===== src/rtl/piso_shift_tx.sv =====
// piso_shift_tx: parallel-in serial-out transmitter with valid/ready input and first/last frame markers.
module piso_shift_tx #(
  parameter int DATA_WIDTH = 8,
  parameter bit MSB_FIRST  = 1'b1,
  parameter bit IDLE_LEVEL = 1'b0
) (
  input  logic                  iclock,
  input  logic                  ireset,
  input  logic [DATA_WIDTH-1:0] idata,
  input  logic                  ivalid,
  output logic                  oready,
  output logic                  odata,
  output logic                  ofirst,
  output logic                  olast,
  output logic                  obusy
);
  localparam int CW = $clog2(DATA_WIDTH);
  localparam logic [CW-1:0] LAST = CW'(DATA_WIDTH - 1);
  localparam logic [CW-1:0] PRE_LAST = CW'(DATA_WIDTH - 2);
  typedef enum logic {IDLE, SHIFT} state_t;
  state_t state, state_n;
  logic [DATA_WIDTH-1:0] sr, sr_rot;
  logic [CW-1:0] cnt;
  logic last_bit, accept, nxt;
  always_comb begin
    last_bit = state == SHIFT && cnt == LAST;
    oready   = !ireset && (state == IDLE || last_bit);
    accept   = ivalid && oready;
    state_n  = accept ? SHIFT : last_bit ? IDLE : state;
    // rotate so the bit after the one on odata is always at a fixed position
    sr_rot   = MSB_FIRST ? {sr[DATA_WIDTH-2:0], sr[DATA_WIDTH-1]} : {sr[0], sr[DATA_WIDTH-1:1]};
    nxt      = MSB_FIRST ? sr[DATA_WIDTH-2] : sr[1];
  end
  always_ff @(posedge iclock)
    state <= ireset ? IDLE : state_n;
  always_ff @(posedge iclock) begin
    if (ireset) begin
      sr     <= '0;
      cnt    <= '0;
      odata  <= IDLE_LEVEL;
      ofirst <= 1'b0;
      olast  <= 1'b0;
      obusy  <= 1'b0;
    end else if (accept) begin
      sr     <= idata;
      cnt    <= '0;
      odata  <= MSB_FIRST ? idata[DATA_WIDTH-1] : idata[0];
      ofirst <= 1'b1;
      olast  <= 1'b0;
      obusy  <= 1'b1;
    end else if (last_bit) begin
      odata  <= IDLE_LEVEL;
      ofirst <= 1'b0;
      olast  <= 1'b0;
      obusy  <= 1'b0;
    end else if (state == SHIFT) begin
      sr     <= sr_rot;
      cnt    <= cnt + CW'(1);
      odata  <= nxt;
      ofirst <= 1'b0;
      olast  <= cnt == PRE_LAST;
    end
  end
endmodule


===== config.mk =====
export PLATFORM = sky130hd
export DESIGN_NAME = piso_shift_tx
export DESIGN_NICKNAME = d
export VERILOG_FILES = /design/src/rtl/piso_shift_tx.sv
export SDC_FILE = /design/constraint.sdc
export NUM_CORES = 1
export LEC_CHECK = 0
export BUFFER_PORTS_ARGS = -buffer_cell sky130_fd_sc_hd__buf_2
export CAP_MARGIN = 20
export CORE_MARGIN = 5
export CORE_UTILIZATION = 35
export DETAILED_ROUTE_END_ITERATION = 12
export HOLD_SLACK_MARGIN = 0.1
export SYNTH_ARGS = -nofsm -noshare
export SYNTH_HDL_FRONTEND = slang
export SYNTH_SLANG_ARGS = --single-unit

===== constraint.sdc =====
create_clock -name iclock -period 1.7 [get_ports iclock]
set_input_delay 0.17 -clock iclock [delete_from_list [all_inputs] [get_ports iclock]]
set_output_delay 0.17 -clock iclock [all_outputs]
set_load 0.02 [all_outputs]

# ---- Yosys cells after proc, flatten, opt, wreduce, memory -nomap -nowiden
# Cells that the tools add are included.
dict set report totals {
  reg_bits 15
  word_cells 35
  inputBits 11
}
dict set report classes {
  eq_ne 3
  reduce_logical 12
  muxes 11
  addsub 1
  bitwise 2
}
# operator count
set ops {}
lappend ops {{8-bit 2-to-1 mux} 3}
lappend ops {{1-bit 2-to-1 mux} 8}
lappend ops {{3-bit == test (second input constant)} 2}
lappend ops {{2-bit AND reduction} 2}
lappend ops {{2-bit nonzero test} 2}
lappend ops {{3-bit by 1-bit adder with 3-bit output (second input constant)} 1}
lappend ops {{1-bit logical AND} 3}
lappend ops {{3-bit nonzero test} 1}
lappend ops {{3-bit OR reduction} 1}
lappend ops {{2-bit by 1-bit != test with 1-bit output (second input constant)} 1}
lappend ops {{1-bit inverter} 2}
lappend ops {{2-bit OR reduction} 1}
lappend ops {{1-bit logical NOT} 1}
lappend ops {{1-bit logical OR} 1}

# ---- Longest topological paths before layout
dict set report depth {
  ltp_word 7
  depth_mapped 7
  mapped_depth_nobuf 5
}

# ---- Worst setup path before layout
# OpenSTA, ideal clock, no wires.
dict set report synth_path {
  path_kind {reg2reg}
  from {register cnt[0]}
  to {register cnt[2]}
  path_slack_ps 320
  period_less_slack_ps 1380
  required_time_ps 1565
  stages_incl_launch_ff 8
  arrival_time_ps 1245
  path_cell_list {dfxtp_1 ha_1 ha_1 nand2b_1 buf_4 buf_6 nand3b_1 a21oi_1}
}
dict set report synth_between {
  elab_chain_len 6
  elab_cells_between_ends 9
}
# element line_no
set synth_rtl {}
lappend synth_rtl {{start, declared} 23} ;# logic [CW-1:0] cnt;
lappend synth_rtl {{start signal, assigned} 58} ;# cnt <= cnt + CW'(1);
lappend synth_rtl {{3-bit == test} 26} ;# last_bit = state == SHIFT && cnt == LAST;
lappend synth_rtl {{1-bit logical AND} 26}
lappend synth_rtl {{1-bit logical OR} 27} ;# oready = !ireset && (state == IDLE || last_bit);
lappend synth_rtl {{1-bit logical AND} 27}
lappend synth_rtl {{1-bit logical AND} 28} ;# accept = ivalid && oready;
lappend synth_rtl {{2-bit OR reduction (no line)} n/a}
# Parallel ways exist; a longest one is shown, timed or not.
# A chain may end at the register's enable or synchronous reset.

# ---- Final worst setup path
dict set report layout_path {
  from {register cnt[1]}
  to {output port oready}
}
dict set report layout_between {
  elab_chain_len 4
}
# element line_no
set layout_rtl {}
lappend layout_rtl {{3-bit == test} 26}
lappend layout_rtl {{1-bit logical AND} 26}
lappend layout_rtl {{1-bit logical OR} 27}
lappend layout_rtl {{1-bit logical AND} 27}
lappend layout_rtl {{end, declared} 11} ;# output logic oready,
# Every way passes these cells.

==> flow_summary.ini <==
[timing]
hold_ws_ns = 0.230
hold_viol_final = 0
fin_crit_sh = 0.959
skew_ns = 0.00185
worst_pin_slew_ns = 0.388
setup-violations-final = 0
max-slew-margin-rel = 0.741
rsz0062_at_grt = no
period_minus_slack_ns = 1.63
finalMaxSlewViolations = 0
tns_ns = 0
max_freq_mhz = 614
setup_ws_ns = 0.0705

[floorplanning]
rows = 16
die_w_um = 56.4
pin_count = 16
core_sq_um = 2000
die_y_um = 56.4
die-area_sq_um = 3180
initial_core_util = 0.377

[synth]
async_flop_share = 0
synth_cells = 75
synth-edff-count = 0
syn-num-nets = 89
synth_top_area_frac = 0.398
synth-main-ff-cell = dfxtp_1
netlist_area_sq_um = 754
synth_top_area_cell = dfxtp_1
synth.top_cells.by_area = dfxtp_1, a211oi_2, mux2i_1, ha_1, nor2_1
synth.avg_cell_area_sq_um = 10.1
synth.distinct_cells = 24
seq_area_frac_synth = 0.398
yosys_warnings = 0
ys_ff_latch = 15

[finish]
drive_gt1_frac = 0.363
n_antenna_cell = 0
finalInstanceArea_sq_um = 877
area_growth_pct = 16.3
fillerInstances = 209
nets = 106

[flow_run]
drv_cap = 0

[clock_network]
cts.sinks = 15
cts_htree_levels = 1
cts_tree = built
cts.path.max_buffers = 2
clk_latency_ns = 0.28
cts_hold_buf = 0
clk_pin_slew_worst_paths_ns = 0.09
numCtsBuffers = 3
cts_root_buf = clkbuf_4

[detailed_routing]
num_vias = 597
wl_um = 1440
post-route-drc-count = 0
first_iter_violations = 5
viasPerCell = 5.06
ant_nets = 0
first_pass_iters = 4
wl_per_cell_um = 12.2

[pwr]
power_mw = 0.713
p_sw_frac = 0.265
p_switching_mw = 0.189
peakVddDrop_mv = 0.364
cellInternalPower_mw = 0.524
p_leak_nw = 0.368
p_seq_frac = 0.546
comb_power_share = 0.175
clkPwrFrac = 0.279
power_density_nw_per_um2 = 813

[global_route]
grt_first_pass_wirelength_um = 2530
overflow = 0
grt_pass1_vias = 565
grt_start_max_net_pins = 19
antenna_found_initial = 0
track_usage = 0.101

[critical_path]
cp-endpoint = oready
worst_setup_path_start_kind = flop
rrSetupSlack_ns = 0.16
reg2reg_from = cnt[1]$_SDFFE_PP0P_
cp_max_fo = 5
cp_cell_sequence = ha_1 -> ha_4 -> and2b_4 -> nor2_1 -> buf_4
cp.required_ns = 1.53
critPathMaxStageDelay_ns = 0.34
crit_start = cnt[1]$_SDFFE_PP0P_
r2r_cells = 6
end_kind = output port
slowest_stage = dfxtp_2
arrival_ns = 1.46
r2r_end = cnt[0]$_SDFFE_PP0P_
timing_worst_setup_path_type = reg2out

[hold_path]
hold_class = in2reg

[place]
hpwl_um = 998
port_buffers = 15
placed_cell_area_sq_um = 826
place_ws_ns = 0.236
gp_congestion = 0.663

[status]
status = completed
-- repair_timing --
| item | CTS | global route |
|---|---|---|
| buffers inserted | 1 | 0 |
| setup endpoints to repair | 1 | 1 |
| gates resized for setup | 0 | 5 |
-- cell usage after synthesis (2+ instances only) --
cell type	count
a211oi_2	7
dfxtp_1	15
nand4b_1	2
mux2i_1	7
nand2b_1	2
ha_1	3
a21oi_1	6
nand2_1	5
nor2_1	10
nand3b_1	2
buf_6	3
-- cell usage in the layout (no fill, tap or decap), drive strengths merged --
cell and n:
clkbuf 4, or3b 1, inv 1, or2 1
buf 18, nand2 5, and2b 1, nor3b 1
or3 1, o21bai 1, dfxtp 15, ha 3
a311oi 1, nor3 1, nand4b 2, nand2b 2
mux2i 7, nand3b 2, a21oi 6, nor2 10
mux2 1, a211oi 7
-- through the flow --
stage,util,std cells
floorplan,-,75
CTS,0.429,118
global placement,0.413,113
detailed placement,0.413,113
finish,0.438,118
global route,0.438,118
-- metal layers --
layer / GRT usage / share of wire / up-vias
met5: 0 / 0 / -
met4: 0.0610 / 0.015 / 0
met3: 0.0252 / 0.046 / 2
met2: 0.165 / 0.50 / 17
met1: 0.116 / 0.44 / 280
li1: - / - / 298
-- how the worst min path moves through the flow --
stage | from | to | slack [ns] | cells after the start
global placement | sr[6]$_SDFFE_PP0P_ | sr[7]$_SDFFE_PP0P_ | 0.48 | 2
detailed placement | sr[6]$_SDFFE_PP0P_ | sr[7]$_SDFFE_PP0P_ | 0.49 | 2
finish | ireset | sr[1]$_SDFFE_PP0P_ | 0.23 | 2
global route | ireset | sr[6]$_SDFFE_PP0P_ | 0.23 | 2
CTS | ireset | sr[1]$_SDFFE_PP0P_ | 0.22 | 2
floorplan | idata[7] | odata$_SDFFE_PP0P_ | 0.37 | 2
-- flip-flops by register name (all words and copies together), names as in the netlist --
register / cells
odata: 1
sr: 8
olast: 1
ofirst: 1
obusy: 1
cnt: 3
-- area by class of cell --
class	instances	area, sq um	share of cell area
tap	27	33.8	0.0385
inverter	1	3.75	0.00428
clock buffer	4	26.3	0.0300
sequential	15	303	0.345
timing repair buffer	18	100	0.114
multi-input combinational	53	410	0.468
-- critical path: cells and delay by family (launching register included) --
kind,cells,cell delay [ns]
fa+ha+maj,2,0.40
flops,1,0.34
simple gates,2,0.28
buf+inv,1,0.15
-- power groups by stage --
stage / Sequential, mW / Combinational (mW) / Clock (mW)
final: 0.390 / 0.125 / 0.199
after global routing: 0.394 / 0.137 / 0.228
after floorplan: 0.401 / 0.0920 / 0
after CTS: 0.389 / 0.125 / 0.210
after global placement: 0.397 / 0.119 / 0
after detailed placement: 0.398 / 0.122 / 0
-- logic make-up after synthesis --
family | count (synthesis) | share of synthesized area
compound gates | 15 | 0.177
fa+ha+maj | 3 | 0.0498
mux | 8 | 0.108
buf+inv | 7 | 0.0746
simple gates | 27 | 0.192
flops | 15 | 0.398
Power figures use the tool's default switching activity.
